==> src/rtl/fret_event_arbiter.sv <==
// Edge-detects debounced fret/strum buttons into per-lane pending slots and drains them
// round-robin through one valid/ready port. Optional macro FRET_OVERRUN_CNT_EN adds ovr_count.
module fret_event_arbiter #(
  parameter int LANES = 5,
  parameter int TS_W  = 16,
  localparam int LANE_W = $clog2(LANES)
) (
  input  logic              clk,
  input  logic              rst_n,
  input  logic [LANES-1:0]  btn_state,
  input  logic              tick,
  output logic              ev_valid,
  input  logic              ev_ready,
  output logic [LANE_W-1:0] ev_lane,
  output logic              ev_press,
  output logic [TS_W-1:0]   ev_ts,
  output logic [LANES-1:0]  pending,
  output logic              overrun,
  input  logic              ovr_clr
`ifdef FRET_OVERRUN_CNT_EN
  ,
  output logic [7:0]        ovr_count
`endif
);

  typedef enum logic {IDLE, OFFER} state_t;

  state_t              state, state_nxt;
  logic [LANES-1:0]    btn_prev;
  logic [LANES-1:0]    edge_vec;
  logic [TS_W-1:0]     ts;
  logic [LANE_W-1:0]   rr_ptr;
  logic                slot_press [LANES];
  logic [TS_W-1:0]     slot_ts    [LANES];
  logic                gnt_found;
  logic [LANE_W-1:0]   gnt_lane;
  logic                do_grant;
  logic [LANES-1:0]    pending_nxt;
  logic [LANES-1:0]    ovr_vec;

  // Cyclic lane addition; base < LANES and k <= LANES so one fold is enough.
  function automatic logic [LANE_W-1:0] lane_add(input logic [LANE_W-1:0] base, input int k);
    int s;
    s = int'(base) + k;
    if (s >= LANES) s = s - LANES;
    return LANE_W'(s);
  endfunction

  function automatic logic [3:0] count_ones(input logic [LANES-1:0] v);
    logic [3:0] n;
    n = '0;
    for (int i = 0; i < LANES; i++) n = n + 4'(v[i]);
    return n;
  endfunction

  function automatic logic [7:0] sat_add8(input logic [7:0] a, input logic [3:0] n);
    logic [8:0] s;
    s = {1'b0, a} + {5'd0, n};
    return (s > 9'd255) ? 8'hFF : s[7:0];
  endfunction

  assign edge_vec = btn_state ^ btn_prev;

  // Round-robin pick over the registered pending flags (this cycle's edges are not visible).
  always_comb begin
    gnt_found = 1'b0;
    gnt_lane  = '0;
    for (int k = 0; k < LANES; k++) begin
      if (!gnt_found && pending[lane_add(rr_ptr, k)]) begin
        gnt_found = 1'b1;
        gnt_lane  = lane_add(rr_ptr, k);
      end
    end
  end

  assign do_grant = gnt_found && ((state == IDLE) || ((state == OFFER) && ev_ready));

  always_comb begin
    state_nxt = state;
    case (state)
      IDLE:    if (gnt_found) state_nxt = OFFER;
      OFFER:   if (ev_ready && !gnt_found) state_nxt = IDLE;
      default: state_nxt = IDLE;
    endcase
  end

  // A lane whose slot is moving to the output this cycle can take a new edge without overrun.
  always_comb begin
    pending_nxt = pending;
    ovr_vec     = '0;
    for (int i = 0; i < LANES; i++) begin
      if (edge_vec[i]) begin
        pending_nxt[i] = 1'b1;
        ovr_vec[i]     = pending[i] && !(do_grant && (gnt_lane == LANE_W'(i)));
      end else if (do_grant && (gnt_lane == LANE_W'(i))) begin
        pending_nxt[i] = 1'b0;
      end
    end
  end

  always_ff @(posedge clk) begin
    for (int i = 0; i < LANES; i++) begin
      if (edge_vec[i]) begin
        slot_press[i] <= btn_state[i];
        slot_ts[i]    <= ts;
      end
    end
  end

  always_ff @(posedge clk or negedge rst_n) begin
    if (!rst_n) begin
      state    <= IDLE;
      btn_prev <= '0;
      ts       <= '0;
      pending  <= '0;
      rr_ptr   <= '0;
      ev_valid <= 1'b0;
      ev_lane  <= '0;
      ev_press <= 1'b0;
      ev_ts    <= '0;
      overrun  <= 1'b0;
    end else begin
      state    <= state_nxt;
      btn_prev <= btn_state;
      pending  <= pending_nxt;
      ev_valid <= (state_nxt == OFFER);
      if (tick) ts <= ts + 1'b1;
      if (do_grant) begin
        ev_lane  <= gnt_lane;
        ev_press <= slot_press[gnt_lane];
        ev_ts    <= slot_ts[gnt_lane];
        rr_ptr   <= lane_add(gnt_lane, 1);
      end
      if (|ovr_vec)     overrun <= 1'b1;
      else if (ovr_clr) overrun <= 1'b0;
    end
  end

`ifdef FRET_OVERRUN_CNT_EN
  always_ff @(posedge clk or negedge rst_n) begin
    if (!rst_n)       ovr_count <= 8'd0;
    else if (ovr_clr) ovr_count <= sat_add8(8'd0, count_ones(ovr_vec));
    else              ovr_count <= sat_add8(ovr_count, count_ones(ovr_vec));
  end
`endif

endmodule

==> config.mk <==
export PLATFORM = sky130hd
export DESIGN_NAME = fret_event_arbiter
export DESIGN_NICKNAME = d
export VERILOG_FILES = /design/src/rtl/fret_event_arbiter.sv
export SDC_FILE = /design/constraint.sdc
export NUM_CORES = 1
export LEC_CHECK = 0
export BUFFER_PORTS_ARGS = -buffer_cell sky130_fd_sc_hd__buf_2
export CORE_MARGIN = 3
export CORE_UTILIZATION = 50
export DETAILED_ROUTE_END_ITERATION = 6
export PLACE_DENSITY = 0.67
export RECOVER_POWER = 100
export SKIP_LAST_GASP = 1
export SYNTH_ARGS = -nofsm -noshare
export SYNTH_HDL_FRONTEND = slang
export SYNTH_SLANG_ARGS = --single-unit
==> constraint.sdc <==
create_clock -name clk -period 7.2 [get_ports clk]
set_clock_uncertainty 0.15 [all_clocks]
set_input_delay 0.72 -clock clk [delete_from_list [all_inputs] [get_ports clk]]
set_output_delay 0.72 -clock clk [all_outputs]
set_load 0.01 [all_outputs]
==> reports/summary.txt <==
GRT Util Overall = 20.4%
# setup viols final = 0
Crit. Startpoint = rr_ptr[1]
Slew HR = -94.1%
CP Max Fanout = 15
Tmin final = 5.92 ns
EDFF count, synth = 85
Post-Syn Instances = 484
Fill count = 1035
Post-CTS setup buffer count = 0
Violated checks = max-capacitance violations, max-slew violations
Yosys top cell by area = edfxtp_1
Row count = 40
DRC Markers = 0
Ant. Diodes = 0
Tcrit/Tclk final = 82.2%
Reg-to-reg startpoint = rr_ptr[1]
Synth cell types = 64
Synth Area per Inst = 13.3 um^2
Layout cells sized above 1 = 13.6%
Largest net degree at the start of global routing = 52
Hold Crit Class = reg2reg
Die Ht = 119 um
Die area = 14300 um^2
Final Max Tran Viols = 68
Clock latency on the worst-skew pair = 0.41 ns
Most used cell, CP = o21ai_0
Multi-input combinational cell area = 2430 um^2
CP max stage delay = 1.49 ns
Antenna-violating nets left = 0
Synth top area cells = edfxtp_1, dfrtp_1, mux2i_1
Startpoint Class = flop
Slew @ Worst Pin = 2.91 ns
Port bufs = 36
Final #Nets = 543
Slowest stage cell, crit path = o21ai_0
Clock tree sinks = 136
Vias per inst = 5.86
Starting Density = 52.2%
Setup CP Type = reg2reg
Most used DFF post-synth = edfxtp_1
Setup crit end kind = flop
Async SR Flop Fraction = 37.5%
Post-Syn Nets = 505
Remaining Overflow, GRT = 0
Router iterations before antenna repair = 5
Hold Buf Count CTS = 0
Placer Congestion = 0.934
Final WL = 13800 um
Setup TNS = 0 ns
Iter 0 DRT Violations = 299
Max Cap Viol = 2
RSZ-0062 raised after global routing = no
WP data required = 7.37 ns
Clock Path Buffers = 2
Critical path arrival = 6.09 ns
Synth Cell Area = 6430 um^2
Core Footprint = 12300 um^2
Final Hold Viols = 0
Clk slew on worst S/H paths = 0.06 ns
Cts repair resizes = 0
Seq. cell area = 3830 um^2
CTS tree = yes
Area growth syn-to-layout = 12.9%
Die width = 119 um
Ys Warns = 0
Detailed-route via count = 4121
CTS buffer count = 17
Most numerous cell in the Yosys netlist = edfxtp_1
Status = complete, but fails checks
Wire per inst = 19.6 um
Initial antenna violation count = 0
F_max = 0.169 GHz
Fraction of synthesized cell area taken by the top area cell type = 39.7%
H-tree Lvls = 4
Post-DP HPWL = 8470 um
Hold wc startpoint = ev_lane[0]
First-pass GRT wire length = 22800 um
Vias in the first global route = 4102
Worst-path cell chain = inv_1 -> ha_1 -> mux4_2 -> o21ai_0 -> a21boi_0 -> or2_2 -> nor4_1 -> nand2_1 -> o21ai_0 -> buf_4 -> nor3_1 -> a2bb2oi_1 -> o211ai_1
Post-synth top cells = edfxtp_1, dfrtp_1, nor2_1, nand2_1, mux2i_1
Yosys reg bits = 136
# IOs = 37
CTS root buf = clkbuf_16
Register area share after synthesis = 59.5%
-- worst max-delay path: cells and delay by family, from the launching register on --
family                   cells  cell delay, ns
AO/OA/AOI/OAI                5            2.14
adder cells (fa/ha/maj)      1            0.59
buffers and inverters        2            0.63
flip-flops                   1            0.61
multiplexers                 1            0.55
AND/OR/NAND/NOR              4            1.14
-- state kept, by name, indices dropped and copies added (netlist names) --
name and flops:
ev_lane 3, btn_prev 5, slot_ts 80, slot_press 5
state 1, overrun 1, ev_press 1, ts 16
pending 5, rr_ptr 3, ev_ts 16
-- stage by stage --
stage | setup slack (ns) | hold slack (ns) | instances | util [%] | area (um^2)
global route | 0.661 | 0.331 | 703 | 59.0 | 7260
detailed placement | 1.70 | 0.315 | 671 | 55.0 | 6770
finish | 1.28 | 0.333 | 703 | 59.0 | 7260
floorplan | 2.93 | 0.274 | 484 | - | 6430
global placement | 1.82 | 0.308 | 671 | 55.0 | 6770
CTS | 1.65 | 0.307 | 703 | 59.5 | 7320
-- final timing paths --
check,to,slack (ns),cells past startpoint
setup reg to reg,overrun,1.28,13
max in group asynchronous,pending[1],4.03,2
hold reg to reg,ev_lane[0],0.33,2
hold / removal,ev_lane[0],0.33,2
min in group asynchronous,ev_lane[2],1.20,2
setup / recovery,overrun,1.28,13
-- per-layer routing --
layer	part of all wire, %	global-route usage (%)
met5	0	0
met2	46	30.9
met1	48	29.5
met4	1.4	5.01
met3	5.5	5.60
-- final cells by class --
| cell class | count | area share, % |
|---|---|---|
| Sequential cell | 136 | 52.7 |
| Clock buffer | 20 | 6.29 |
| Multi-Input combinational cell | 311 | 33.5 |
| Tap cell | 168 | 2.90 |
| Inverter | 11 | 0.569 |
| Timing Repair Buffer | 45 | 2.55 |
| Clock inverter | 12 | 1.40 |
-- kinds of logic after synthesis --
kind of cell	share of synthesized area (%)
flip-flops	59.5
multiplexers	8.45
AND/OR/NAND/NOR	9.09
AO/OA/AOI/OAI	13.9
buffers and inverters	3.23
XOR/XNOR	3.54
adder cells (fa/ha/maj)	2.26
-- placed cells by master, fill, tap and decap left out, types with 7 or more instances in the layout --
master | synthesis | final
and3_1 | 9 | 9
o21ai_0 | 7 | 8
mux2_4 | 14 | 14
a21oi_1 | 11 | 11
clkbuf_1 | 8 | 39
a221o_1 | 20 | 20
o22a_1 | 17 | 17
inv_1 | 10 | 10
ha_1 | 10 | 10
nand3_1 | 12 | 12
edfxtp_1 | 85 | 85
xnor2_1 | 14 | 14
nor2_1 | 32 | 32
a21o_1 | 7 | 7
clkbuf_16 | 0 | 17
nand2b_1 | 10 | 10
mux2i_1 | 22 | 22
dfrtp_1 | 51 | 51
nor3_1 | 8 | 8
nand2_1 | 29 | 29
xor2_1 | 12 | 7
Power is not shown: default switching activity piles up to over one toggle a cycle in this logic, so the estimate is an artifact.
